File: src/rtl/spi_rd_pkg.sv
// Shared types and constants for the SPI read-byte packer.
package spi_rd_pkg;

    localparam int BYTE_W = 8;

    typedef enum logic [1:0] {
        IDLE  = 2'd0,
        PACK  = 2'd1,
        DRAIN = 2'd2,
        DONE  = 2'd3
    } state_e;

    // Width of a lane index for a word of n bytes (at least one bit).
    function automatic int lane_w(input int n);
        return (n <= 2) ? 1 : $clog2(n);
    endfunction

endpackage

File: src/rtl/spi_rd_packer.sv
// Packs the SPI master's 8-bit read stream into OUT_BYTES-wide words
// with keep/last flags, under a start/abort command interface.
// Build option: define SPI_RD_BSWAP_EN for big-endian lane mapping
// (first flash byte in the MSB, keep bit-reversed to match).
module spi_rd_packer
    import spi_rd_pkg::*;
#(
    parameter int OUT_BYTES = 4,
    parameter int LEN_W     = 24
) (
    input  logic                        rd_clk,
    input  logic                        rd_rst_n,
    input  logic                        cmd_start,
    input  logic [LEN_W-1:0]            cmd_len,
    input  logic                        cmd_abort,
    output logic                        busy,
    output logic                        done,
    input  logic                        in_vld,
    input  logic [BYTE_W-1:0]           in_data,
    output logic                        in_ready,
    output logic                        out_vld,
    output logic [BYTE_W*OUT_BYTES-1:0] out_data,
    output logic [OUT_BYTES-1:0]        out_keep,
    output logic                        out_last,
    input  logic                        out_ready
);

    localparam int                WORD_W    = BYTE_W * OUT_BYTES;
    localparam int                LANE_W    = lane_w(OUT_BYTES);
    localparam logic [LANE_W-1:0] LAST_LANE = LANE_W'(OUT_BYTES - 1);

    state_e              state_q, state_d;
    logic [LEN_W-1:0]    remaining_q, remaining_d;
    logic [LANE_W-1:0]   lane_q, lane_d;
    logic [WORD_W-1:0]   acc_q, acc_d;
    logic                out_vld_q, out_vld_d;
    logic [WORD_W-1:0]   out_data_q, out_data_d;
    logic [OUT_BYTES-1:0] out_keep_q, out_keep_d;
    logic                out_last_q, out_last_d;
    logic                done_q, done_d;

    logic                completes;
    logic                accept;
    logic [WORD_W-1:0]   merged;
    logic [OUT_BYTES-1:0] keep_new;

    // Physical byte position of logical lane l inside the word.
    function automatic int phys_lane(input logic [LANE_W-1:0] l);
`ifdef SPI_RD_BSWAP_EN
        return OUT_BYTES - 1 - int'(l);
`else
        return int'(l);
`endif
    endfunction

    assign completes = (lane_q == LAST_LANE) || (remaining_q == LEN_W'(1));
    // Ready is combinational on out_ready so a pending word can drain in
    // the same cycle the next one is loaded, sustaining one byte per clock.
    assign in_ready  = (state_q == PACK) && (!completes || !out_vld_q || out_ready);
    assign accept    = in_vld && in_ready;

    assign busy      = (state_q != IDLE);
    assign done      = done_q;
    assign out_vld   = out_vld_q;
    assign out_data  = out_data_q;
    assign out_keep  = out_keep_q;
    assign out_last  = out_last_q;

    // Accumulator with the incoming byte merged in, and keep mask for lanes [lane:0].
    always_comb begin
        merged   = acc_q;
        keep_new = '0;
        merged[phys_lane(lane_q)*BYTE_W +: BYTE_W] = in_data;
        for (int i = 0; i < OUT_BYTES; i++) begin
            if (i <= int'(lane_q)) keep_new[phys_lane(LANE_W'(i))] = 1'b1;
        end
    end

    // Next-state and output-register logic; abort overrides everything while busy.
    always_comb begin
        state_d     = state_q;
        remaining_d = remaining_q;
        lane_d      = lane_q;
        acc_d       = acc_q;
        out_vld_d   = out_vld_q && !out_ready;
        out_data_d  = out_data_q;
        out_keep_d  = out_keep_q;
        out_last_d  = out_last_q;
        done_d      = 1'b0;

        if (state_q != IDLE && cmd_abort) begin
            state_d     = IDLE;
            remaining_d = '0;
            lane_d      = '0;
            acc_d       = '0;
            out_vld_d   = 1'b0;
        end else begin
            case (state_q)
                IDLE: begin
                    if (cmd_start) begin
                        if (cmd_len != '0) begin
                            state_d     = PACK;
                            remaining_d = cmd_len;
                            lane_d      = '0;
                            acc_d       = '0;
                        end else begin
                            done_d = 1'b1;
                        end
                    end
                end
                PACK: begin
                    if (accept) begin
                        if (remaining_q != '0) remaining_d = remaining_q - LEN_W'(1);
                        if (completes) begin
                            out_vld_d  = 1'b1;
                            out_data_d = merged;
                            out_keep_d = keep_new;
                            out_last_d = (remaining_q == LEN_W'(1));
                            acc_d      = '0;
                            lane_d     = '0;
                            if (remaining_q == LEN_W'(1)) state_d = DRAIN;
                        end else begin
                            acc_d  = merged;
                            lane_d = lane_q + LANE_W'(1);
                        end
                    end
                end
                DRAIN: begin
                    if (out_vld_q && out_ready) begin
                        state_d = DONE;
                        done_d  = 1'b1;
                    end
                end
                DONE: begin
                    state_d = IDLE;
                end
                default: state_d = IDLE;
            endcase
        end
    end

    // State and datapath registers, cleared asynchronously on reset.
    always_ff @(posedge rd_clk or negedge rd_rst_n) begin
        if (!rd_rst_n) begin
            state_q     <= IDLE;
            remaining_q <= '0;
            lane_q      <= '0;
            acc_q       <= '0;
            out_vld_q   <= 1'b0;
            out_data_q  <= '0;
            out_keep_q  <= '0;
            out_last_q  <= 1'b0;
            done_q      <= 1'b0;
        end else begin
            state_q     <= state_d;
            remaining_q <= remaining_d;
            lane_q      <= lane_d;
            acc_q       <= acc_d;
            out_vld_q   <= out_vld_d;
            out_data_q  <= out_data_d;
            out_keep_q  <= out_keep_d;
            out_last_q  <= out_last_d;
            done_q      <= done_d;
        end
    end

endmodule

File: config.mk
export PLATFORM = sky130hd
export DESIGN_NAME = spi_rd_packer
export DESIGN_NICKNAME = d
export VERILOG_FILES = /design/src/rtl/spi_rd_pkg.sv /design/src/rtl/spi_rd_packer.sv
export SDC_FILE = /design/constraint.sdc
export NUM_CORES = 1
export LEC_CHECK = 0
export CAP_MARGIN = 30
export CORE_MARGIN = 2
export CORE_UTILIZATION = 40
export CTS_CLUSTER_DIAMETER = 150
export CTS_CLUSTER_SIZE = 12
export DETAILED_ROUTE_END_ITERATION = 7
export GPL_TIMING_DRIVEN = 0
export PLACE_DENSITY_LB_ADDON = 0.1
export SYNTH_ARGS = -nofsm -noshare
export SYNTH_HDL_FRONTEND = slang
export SYNTH_SLANG_ARGS = --single-unit
File: constraint.sdc
create_clock -name rd_clk -period 5.8 [get_ports rd_clk]
set_input_delay 0.58 -clock rd_clk [delete_from_list [all_inputs] [get_ports rd_clk]]
set_output_delay 0.58 -clock rd_clk [all_outputs]
set_load 0.05 [all_outputs]
==> flow_summary_export.csv, run 1 <==
group,metric,value,unit
run_status,status,"completed",
clock_tree,postCtsHoldBufs,0,
route,wire_per_inst,21.0,um
power,leakagePower,0.00304,uW
yosys,syn_nets,726,
route,dr.pass1.iters,5,
sta,slew_headroom,0.328,
clock_tree,htree_num_levels,3,
setup_path,critPathKind,"register to output port",
setup_path,ff2ff_path_depth,9,
setup_path,path_cells,"or4_1, nor2_1, and3_1, clkbuf_1, clkbuf_1, nor2_1, o21a_1, clkdlybuf4s50_1",
placement,io_buffer_count,78,
yosys,postSynthCellCount,675,
die,start_util,0.410,
yosys,yosys.area.top_type,"dfrtp_1",
yosys,synth_top_area_frac,0.414,
grt,antenna_found_initial,0,
power,powerDensity,460,mW/mm2
grt,met3_usage,0.0629,
route,drtAntennaViolNets,0,
cells_and_area,drive_gt1_frac,0.0866,
cells_and_area,final_cells,958,
sta,finalClockSkew,0.00929,ns
min_path,holdCritPathClass,"input port to async pin",
yosys,synthArstFlopShare,1.00,
clock_tree,clk_latency,0.36,ns
yosys,synth_xor_area_frac,0.00147,
cells_and_area,area_growth,23.7,%
clock_tree,root_buffer,"clkbuf_16",
setup_path,cp.arrival,3.92,ns
grt,grt_pass1_vias,5711,
yosys,synthTopCellsByArea,"dfrtp_1 (41%), o21ai_0 (6.4%), mux2_2 (4.9%)",
clock_tree,clock-sinks,99,
setup_path,end_kind,"output port",
placement,hpwlAfterDp,14300,um
yosys,syn_area,0.00598,mm2
grt,grt.total_usage,0.256,
clock_tree,cts_made_buffers,9,
run,maxCapViolCount,0,
yosys,yosys_register_bits,99,
clock_tree,cts_tree,"yes",
yosys,synth_edf_count,0,
die,ios,79,
route,drtIter0Drc,640,
yosys,synth_top_family_by_area,"simple AND/OR/NAND/NOR gates",
grt,grt_max_degree,55,
route,routed-via-count,5919,
power,ir_drop,272,uV
route,drc,0,
yosys,yosys.cell_types.count,58,
sta,finalCritPeriodShare,0.776,
yosys,synth_seq_area_share,0.414,
setup_path,cp_slowest_cell,"clkdlybuf4s50_1",
grt,globalRouteMet2Util,0.366,
sta,timing.fmax,222,MHz
grt,gr-total-overflow,0,
route,viasPerCell,6.18,
yosys,yosys.area_share.simple,0.253,
sta,tns,0,ns
setup_path,crit_fanout,10,
yosys,synthAdderAreaFrac,0.0272,
sta,drv_slew,0,
clock_tree,cts.clk_slew.worst_paths,0.07,ns
placement,dp.cells,942,
setup_path,slowest_delay,0.71,ns
cells_and_area,multi_input_area,0.00310,mm2
die,dieArea,0.0159,mm2
sta,timing.hold.ws,0.240,ns
die,dieWidth,126,um
die,die_h,126,um
yosys,avgSynthCellArea,8.85,um2
die,coreArea,0.0146,mm2
setup_path,cp_data_required_time,5.22,ns
grt,met1_usage,0.388,
clock_tree,cts_resized,0,
grt,grt_pass1_wl,32100,um
power,p_total,3400,uW
die,rows,44,
sta,setup_violations,0,
sta,min_period,4.50,ns
route,routed_wl,20100,um
yosys,synth_compound_area_frac,0.163,
setup_path,start_kind,"register",
sta,worst_pin_slew,1.00,ns
cells_and_area,diodes,0,
yosys,synth_mux_area_frac,0.0739,
clock_tree,cts_buffer_depth,2,
clock_tree,cts_setup_buffers,0,
sta,rsz0062_at_grt,"false",
cells_and_area,nFillCells,1392,
cells_and_area,register_area,0.00248,mm2
yosys,yosysWarnings,0,
sta,finalHoldViolCount,0,
cells_and_area,nNetsFinal,820,
yosys,synth_flop_cell,"dfrtp_1",
placement,place.gp.congestion,0.923,
grt,top_usage_layer,"met1",
layer usage:
metal	up-vias	wire (um)
met4	0	406
met3	39	1570
met1	2896	9620
met2	304	8500
met5	-	0
li1	2680	-
worst max-delay path: cells and delay by family (launching register included):
kind            cells  cell delay [ns]
simple gates        4             1.47
flops               1             0.42
compound gates      1             0.20
buf+inv             3             1.48
cell families after synthesis:
logic type / count (synthesis)
buf+inv: 99
fa+ha+maj: 13
mux: 40
flops: 99
xor+xnor: 1
simple gates: 263
compound gates: 160
final timing paths:
check | from | to | slack (ns)
max | remaining_q[10]$_DFFE_PN0P_ | in_ready | 1.30
min | rd_rst_n | remaining_q[8]$_DFFE_PN0P_ | 0.24
max reg2reg | state_q[1]$_DFFE_PN0P_ | out_data[6]$_DFFE_PN0P_ | 2.05
min reg2reg | out_keep[0]$_DFFE_PN0P_ | out_keep[0]$_DFFE_PN0P_ | 0.47
max in group asynchronous | rd_rst_n | acc_q[11]$_DFFE_PN0P_ | 4.86
min in group rd_clk | out_keep[0]$_DFFE_PN0P_ | out_keep[0]$_DFFE_PN0P_ | 0.47
per-stage QoR:
step,util,worst slack [ns],cell area [um2]
after floorplan,-,2.83,5980
after global placement,0.479,0.185,6990
after detailed placement,0.483,1.77,7050
after CTS,0.507,1.37,7390
after global routing,0.507,1.11,7390
final,0.507,1.30,7390
layout by cell type (no fill, tap or decap), types with 3 or more instances in the layout:
master,netlist,routed
dfrtp_1,99,99
o21ai_0,77,77
clkdlybuf4s50_1,0,77
nand2_1,50,50
inv_1,46,46
clkbuf_1,39,40
nand3_1,39,39
or4_1,38,38
nand4_1,35,35
nor2_1,26,26
mux2_2,26,26
o31ai_1,24,24
a21oi_1,19,19
nor2b_1,14,14
ha_1,13,13
nor4_1,13,12
nor3_1,11,11
and3_1,11,11
clkbuf_16,0,9
a31oi_1,8,8
mux2i_1,7,7
mux2_1,7,7
buf_4,5,6
buf_2,3,5
buf_1,5,5
nand2b_1,4,4
and4_1,3,3
nor4b_1,3,3
a211o_1,3,3
o211ai_1,3,3
a32oi_1,3,3
a22oi_1,3,3
bufinv_16,0,3
where the power goes:
| group | switching, uW | total, uW | internal [uW] |
|---|---|---|---|
| sequential | 137 | 984 | 848 |
| combinational | 1180 | 1710 | 526 |
| clock | 273 | 705 | 432 |
| total | 1590 | 3400 | 1810 |
area by class of cell:
class,count,share of cell area
clock inverters,5,0.0135
repair buffers,83,0.113
multi-input cells,477,0.420
plain buffers,53,0.0310
clock buffers,11,0.0328
flip-flops and latches,99,0.335
inverters,46,0.0234
well taps,184,0.0311
cell usage after synthesis (3+ instances only):
master,instances
inv_1,46
nand2_1,50
buf_4,5
nand3_1,39
o21ai_0,77
mux2i_1,7
nor4_1,13
ha_1,13
a32oi_1,3
a21oi_1,19
o211ai_1,3
a22oi_1,3
and3_1,11
buf_2,3
nor4b_1,3
nor2_1,26
nand4_1,35
nand2b_1,4
a31oi_1,8
clkbuf_1,39
nor3_1,11
nor2b_1,14
a211o_1,3
or4_1,38
mux2_2,26
dfrtp_1,99
mux2_1,7
buf_1,5
and4_1,3
o31ai_1,24
flip-flops by register name, summed over array words and instances, names as in the netlist:
name,count
done,1
state_q,2
out_keep,4
lane_q,2
remaining_q,24
out_last,1
out_data,32
acc_q,32
out_vld,1
Power figures use the tool's default switching activity.
==> run 2, diff against run 1 <==
==> constraint.sdc (replaced) <==
create_clock -name rd_clk -period 3.9 [get_ports rd_clk]
set_input_delay 0.39 -clock rd_clk [delete_from_list [all_inputs] [get_ports rd_clk]]
set_output_delay 0.39 -clock rd_clk [all_outputs]
set_load 0.05 [all_outputs]
==> flow_summary_export.csv, run 2 (synthesized netlist as in run 1, its figures left out) <==
group,metric,value,unit
route,viasPerCell,6.17,
grt,grt_pass1_wl,32100,um
die,dieArea,0.0159,mm2
die,start_util,0.410,
clock_tree,cts.clk_slew.worst_paths,0.07,ns
cells_and_area,final_cell_mix,"dfrtp_1 (99), o21ai_0 (77), clkdlybuf4s50_1 (76), nand2_1 (50), inv_1 (46)",
sta,timing.fmax,269,MHz
grt,grt_pass1_vias,5711,
route,drtAntennaViolNets,0,
setup_path,crit_fanout,10,
clock_tree,cts_made_buffers,9,
cells_and_area,diodes,0,
grt,antenna_found_initial,0,
grt,grt.total_usage,0.256,
cells_and_area,area_growth,24.3,%
setup_path,path_cells,"or4_1, buf_2, nor4_4, buf_4, and3_1, clkbuf_1, clkbuf_2, nor2_1, o21a_1, dlygate4sd2_1",
cells_and_area,drive_gt1_frac,0.0952,
cells_and_area,fin_util,0.509,
route,drc,0,
setup_path,cp.arrival,3.32,ns
clock_tree,root_buffer,"clkbuf_16",
setup_path,ff2ff_path_depth,9,
setup_path,cp_slowest_cell,"or4_1",
clock_tree,cts_tree,"yes",
run,maxCapViolCount,0,
sta,slew_headroom,0.325,
setup_path,cp_data_required_time,3.51,ns
sta,finalHoldViolCount,0,
clock_tree,cts_buffer_depth,2,
setup_path,rr_startpoint,"state_q[1]$_DFFE_PN0P_",
setup_path,slowest_delay,0.52,ns
min_path,holdCritPathClass,"input port to async pin",
route,routed_wl,20100,um
grt,top_usage_layer,"met1",
cells_and_area,nFillCells,1391,
grt,globalRouteMet2Util,0.366,
setup_path,critical_path.startpoint,"remaining_q[6]$_DFFE_PN0P_",
placement,dpl-instance-area,0.00705,mm2
sta,finalClockSkew,0.00995,ns
route,dr.pass1.iters,5,
placement,place.gp.congestion,0.923,
cells_and_area,nNetsFinal,823,
setup_path,start_kind,"register",
sta,layout_setup_ws,0.188,ns
sta,drv_slew,0,
placement,io_buffer_count,78,
die,rows,44,
route,routed-via-count,5927,
sta,tns,0,ns
power,ir_drop,398,uV
clock_tree,clk_latency,0.36,ns
power,powerDensity,683,mW/mm2
grt,met3_usage,0.0629,
route,wire_per_inst,20.9,um
die,ios,79,
cells_and_area,multi_input_area,0.00312,mm2
power,leakagePower,0.00306,uW
clock_tree,postCtsHoldBufs,0,
sta,worst_pin_slew,1.00,ns
placement,dpl_worst_slack,0.0558,ns
sta,timing.hold.ws,0.0517,ns
sta,finalCritPeriodShare,0.952,
die,die_h,126,um
sta,setup_violations,0,
cells_and_area,fin_area,0.00743,mm2
sta,min_period,3.71,ns
setup_path,critPathKind,"register to output port",
route,drtIter0Drc,606,
clock_tree,clock-sinks,99,
grt,gr-total-overflow,0,
grt,grt_max_degree,55,
sta,rsz0062_at_grt,"false",
clock_tree,htree_num_levels,3,
placement,hpwlAfterDp,14300,um
cells_and_area,mostFrequentLayoutCell,"dfrtp_1",
setup_path,end_kind,"output port",
run_status,status,"completed",
grt,met1_usage,0.388,
die,dieWidth,126,um
cells_and_area,register_area,0.00248,mm2
die,coreArea,0.0146,mm2
-- run 2: final cells by class --
type | count | area share
Sequential cell | 99 | 0.334
Clock inverter | 5 | 0.0135
Clock buffer | 11 | 0.0327
Buffer | 53 | 0.0310
Tap cell | 184 | 0.0310
Timing Repair Buffer | 86 | 0.116
Inverter | 46 | 0.0232
Multi-Input combinational cell | 477 | 0.419
-- run 2: final timing paths --
check / endpoint / slack [ns]
max: in_ready / 0.19
max in group asynchronous: acc_q[11]$_DFFE_PN0P_ / 3.16
min in group rd_clk: out_keep[0]$_DFFE_PN0P_ / 0.47
min: remaining_q[8]$_DFFE_PN0P_ / 0.05
min reg2reg: out_keep[0]$_DFFE_PN0P_ / 0.47
max reg2reg: remaining_q[15]$_DFFE_PN0P_ / 0.39
-- run 2: per-stage QoR --
stage | std cells | power (uW)
2_1_floorplan | 675 | 3080
3_3_place_gp | 937 | 3900
3_5_place_dp | 942 | 3960
4_1_cts | 958 | 5010
5_1_grt | 961 | 5350
6_report | 961 | 5070
-- run 2: worst max-delay path: cells and delay by family, from the launching register on --
family / cells / cell delay [ns]
and+or+nand+nor: 4 / 0.89
AOI/OAI and AO/OA: 1 / 0.19
buffers and inverters: 5 / 1.44
DFF: 1 / 0.42
-- run 2: per-layer routing --
metal	vias up	routed length, um
li1	2688	-
met1	2929	9420
met2	278	8600
met3	32	1710
met4	0	369
met5	-	0
-- run 2: report_power, final --
part | switching, uW | internal [uW]
Combinational | 1760 | 795
Clock | 407 | 643
Sequential | 207 | 1260
Total | 2380 | 2700
-- run 2: repair_timing --
| action | 4_1_cts | 5_1_grt |
|---|---|---|
| setup buffers | 0 | 3 |
| gates resized for setup | 2 | 3 |
| setup endpoints to repair | 1 | 28 |
| pin swaps | 0 | 1 |
==> run 3, diff against run 2 <==
--- a/config.mk
+++ b/config.mk
@@ -7,7 +7,7 @@
 export LEC_CHECK = 0
 export CAP_MARGIN = 30
 export CORE_MARGIN = 2
-export CORE_UTILIZATION = 40
+export CORE_UTILIZATION = 51
 export CTS_CLUSTER_DIAMETER = 150
 export CTS_CLUSTER_SIZE = 12
 export DETAILED_ROUTE_END_ITERATION = 7
==> flow_summary_export.csv, run 3 (synthesized netlist as in run 1, its figures left out) <==
group,metric,value,unit
sta,worst_pin_slew,1.01,ns
route,routed-via-count,5896,
cells_and_area,drive_gt1_frac,0.0882,
grt,grt_pass1_vias,5520,
cells_and_area,mostFrequentLayoutCell,"dfrtp_1",
route,drtAntennaViolNets,0,
route,drc,0,
clock_tree,cts_tree,"yes",
setup_path,rr_startpoint,"state_q[1]$_DFFE_PN0P_",
cells_and_area,final_cell_mix,"dfrtp_1 (99), o21ai_0 (77), clkdlybuf4s50_1 (76), nand2_1 (50), inv_1 (46)",
grt,antenna_found_initial,0,
sta,finalClockSkew,0.00721,ns
setup_path,crit_fanout,10,
grt,grt.total_usage,0.307,
placement,place.gp.congestion,0.980,
route,dr.pass1.iters,5,
cells_and_area,nNetsFinal,818,
setup_path,slowest_delay,0.55,ns
cells_and_area,diodes,0,
setup_path,path_cells,"or4_1, buf_2, nor4_4, and3_1, clkbuf_2, nor2_1, o21a_1, dlygate4sd2_1",
sta,rsz0062_at_grt,"false",
power,leakagePower,0.00302,uW
clock_tree,cts_setup_buffers,0,
sta,finalCritPeriodShare,0.957,
placement,dp.cells,900,
run,maxCapViolCount,0,
route,routed_wl,19300,um
clock_tree,htree_num_levels,3,
grt,grt_max_degree,57,
route,drtIter0Drc,642,
clock_tree,postCtsHoldBufs,0,
die,ios,79,
placement,hpwlAfterDp,13900,um
setup_path,critical_path.startpoint,"remaining_q[6]$_DFFE_PN0P_",
sta,drv_slew,0,
sta,timing.fmax,268,MHz
clock_tree,cts_buffer_depth,2,
grt,grt_pass1_wl,30100,um
sta,finalHoldViolCount,0,
sta,min_period,3.73,ns
grt,gr-total-overflow,0,
setup_path,cp_slowest_cell,"or4_1",
setup_path,critPathTopFamily,"simple AND/OR/NAND/NOR gates",
die,die_h,112,um
sta,timing.hold.ws,0.0358,ns
die,dieArea,0.0126,mm2
setup_path,worst-path-buf-inv,3,
clock_tree,cts.clk_slew.worst_paths,0.07,ns
sta,slew_headroom,0.324,
power,powerDensity,681,mW/mm2
setup_path,end_kind,"output port",
clock_tree,clk_latency,0.36,ns
die,rows,39,
clock_tree,root_buffer,"clkbuf_16",
die,start_util,0.523,
clock_tree,cts_made_buffers,9,
setup_path,cp_data_required_time,3.51,ns
cells_and_area,final_cells,914,
run_status,status,"completed",
setup_path,start_kind,"register",
clock_tree,clock-sinks,99,
die,dieWidth,112,um
min_path,holdCritPathClass,"input port to async pin",
setup_path,critPathKind,"register to output port",
die,coreArea,0.0114,mm2
sta,setup_violations,0,
placement,io_buffer_count,78,
cells_and_area,area_growth,22.3,%
route,wire_per_inst,21.1,um
route,viasPerCell,6.45,
setup_path,cp.arrival,3.34,ns
power,ir_drop,533,uV
[run 3: changes by cell type in the layout (fill, tap and decap cells not counted), moves of 2 or more]
cell,previous run,this run
nor2_2,2,0
buf_4,9,7
nor2_1,24,26
clkinvlp_4,0,2
clkbuf_1,39,37
[run 3: path summary, 6_finish.rpt]
kind	depth (start not counted)	slack, ns	endpoint
min in group rd_clk	1	0.47	out_keep[0]$_DFFE_PN0P_
hold / removal	1	0.04	remaining_q[1]$_DFFE_PN0P_
setup reg to reg	9	0.31	out_data[18]$_DFFE_PN0P_
setup / recovery	8	0.17	in_ready
hold reg to reg	1	0.47	out_keep[0]$_DFFE_PN0P_
max in group asynchronous	2	3.17	out_data[11]$_DFFE_PN0P_
[run 3: through the flow]
| stage | instance area (um2) | util | total power (uW) | setup slack, ns | setup TNS (ns) |
|---|---|---|---|---|---|
| finish | 7310 | 0.640 | 4970 | 0.167 | 0 |
| global placement | 6940 | 0.607 | 3870 | -1.31 | -129.06 |
| global route | 7310 | 0.640 | 5210 | 0.0234 | 0 |
| detailed placement | 7000 | 0.613 | 3940 | 0.0866 | 0 |
| CTS | 7310 | 0.640 | 4910 | 0.0733 | 0 |
| floorplan | 5980 | - | 3080 | 1.12 | 0 |
[run 3: area by class of cell]
type	instances	area [um2]
plain buffers	52	226
clock buffers	9	225
clock inverters	6	88.8
fillers	981	4110
inverters	46	173
multi-input cells	477	3110
flip-flops and latches	99	2480
well taps	143	179
repair buffers	82	828
[run 3: report_power, final]
part / switching (uW) / internal, uW
sequential: 199 / 1260
clock: 409 / 560
combinational: 1760 / 788
total: 2370 / 2610
[run 3: worst register-to-register path, cell delays in order (launching register included)]
cell and delay, ns:
dfrtp_1 0.41, inv_1 0.11, ha_1 0.40, inv_1 0.13, clkbuf_1 0.30, nor2_1 0.73
nand2_1 0.33, a21oi_4 0.42, buf_4 0.29, mux2_1 0.35
[run 3: what timing repair did]
action,CTS,global route
endpoints found under the hold margin,0,0
gates cloned,0,0
setup endpoints to repair,1,1
resized for setup,2,0
[run 3: routing by layer]
layer | wire length [um] | track usage | up-vias | share of wire
li1 | - | - | 2687 | -
met3 | 1770 | 0.0718 | 33 | 0.092
met5 | 0 | 0 | - | 0
met2 | 8290 | 0.438 | 303 | 0.43
met4 | 362 | 0.0870 | 0 | 0.019
met1 | 8890 | 0.468 | 2873 | 0.46
==> edit (config.mk and constraints of run 1) <==
`LEN_W`: 24 -> 16.
--- a/src/rtl/spi_rd_packer.sv
+++ b/src/rtl/spi_rd_packer.sv
@@ -8,3 +8,3 @@
     parameter int OUT_BYTES = 4,
-    parameter int LEN_W     = 24
+    parameter int LEN_W     = 16
 ) (
Ports: changed (resized cmd_len); port bits go from 79 to 71. The function was not compared with the original's and may differ.
==> edit against run 1 <==
- sequential cell count decreased by 8
- die area decreased by 23%
- synthesized area decreased by 23%
- register-to-register slack improved by 690 ps
- power decreased by 7.1%
- design area decreased by 23%
- worst setup slack improved by 1200 ps
- routed wire length decreased by 43%
- first-iteration DRC count decreased by 66%
- fmax increased by 38%
==> edit: results (changes against run 1) <==
- DP HPWL: 8160 um (-43%)
- Worst r2r path cells: 10 (+1)
- Clk_lat worst skew: 340 ps (-20 ps)
- Largest net degree at the start of global routing: 57 (+3.6%)
- Num CTS Buffers: 9 (unchanged)
- Post-synth ARST share: 1.00 (unchanged)
- Gpl congestion: 0.873 (-5.5%)
- Place WS: 2510 ps (+741 ps)
- Worst hold margin: 196 ps (-43.8 ps)
- Detailed-router iteration count before antenna repair: 4 (-1)
- Critical Path AT: 2680 ps (-1240 ps)
- Worst R2R End: out_data[30]
- Syn Inst Count: 466 (-31%)
- Outcome: complete, no violations
- Routed length on met2: 5460 um (-36%)
- Ranking of synthesized cells by area: dfrtp_1 (50%), a21oi_1 (9.2%), a22o_1 (6.1%)
- Worst relative slew slack: 0.477 (+0.150)
- Wirelength, routed: 11500 um (-43%)
- Met3 Wirelength: 448 um (-71%)
- P_sw: 1.45 mW (-9.0%)
- Post-Syn Nets: 509 (-30%)
- Postcts setup bufs: 0 (unchanged)
- Via density: 5.54 (-10%)
- WL met1: 5280 um (-45%)
- LEAKAGE: 2.46 nW (-19%)
- Vias post-DR: 3789 (-36%)
- IO buf count: 62 (-21%)
- Cell area after placement: 0.00541 mm2 (-23%)
- R2r setup slk: 2740 ps (+690 ps)
- Synth top cells by count: dfrtp_1 (91), a21oi_1 (84), nor2_1 (50)
- Placed Cells incl. Taps: 672 (-29%)
- Layout cells sized above 1: 0.0776 (-0.00893)
- Seq/Total Area, Yosys: 0.496 (+0.0820)
- Initial DRC Count: 217 (-66%)
- Layout Skew: 5.96 ps (-3.33 ps)
- First-pass GRT wire length: 19200 um (-40%)
[edit: cell count changes after synthesis, sizes merged, moves of 24 or more]
cell	before	now
nand2	50	9
clkbuf	39	10
or4	39	2
mux2	33	0
inv	46	12
o21ai	79	31
nand3	40	6
nor2	26	50
nand4	35	4
a21oi	20	84
a22o	0	32
[edit: routing by layer]
layer	GRT usage	up-vias
li1	-	1808
met1	0.266	1856
met2	0.307	101
met3	0.0350	24
met4	0.0963	0
met5	0	-
[edit: critical path, cell delays in order (launching register included)]
cell	delay, ps
dfrtp_1	410
inv_1	110
ha_1	280
inv_1	90
buf_2	200
clkbuf_1	270
nor2_1	170
clkdlybuf4s50_1	810
[edit: logic make-up after synthesis]
group	after synthesis	share of synthesized area
multiplexers	5	0.0109
AO/OA/AOI/OAI	169	0.233
adder cells (fa/ha/maj)	13	0.0355
AND/OR/NAND/NOR	145	0.184
buffers and inverters	43	0.0406
flip-flops	91	0.496
[edit: area by class of cell]
class / count / area (um2)
plain buffers: 31 / 141
well taps: 143 / 179
flip-flops and latches: 91 / 2280
inverters: 12 / 45.0
repair buffers: 63 / 646
multi-input cells: 332 / 2120
fillers: 1088 / 5650
clock buffers: 12 / 256
[edit: worst max path at each step]
stage / startpoint / endpoint / slack [ps]
final: state_q[1] / in_ready / 2540
after global routing: state_q[1] / in_ready / 2350
after CTS: state_q[1] / in_ready / 2530
after detailed placement: cmd_abort / out_data[30] / 2510
after global placement: rd_rst_n / state_q[1] / 710
after floorplan: remaining_q[1] / in_ready / 3450
[edit: power groups by stage]
stage                     clock network (mW)  registers (mW)  logic [mW]
after CTS                              0.548           0.981        1.65
after global routing                   0.575            1.01        1.77
after global placement                     0           0.983        1.63
after floorplan                            0            1.37       0.751
final                                  0.536           0.978        1.64
after detailed placement                   0           0.990        1.65
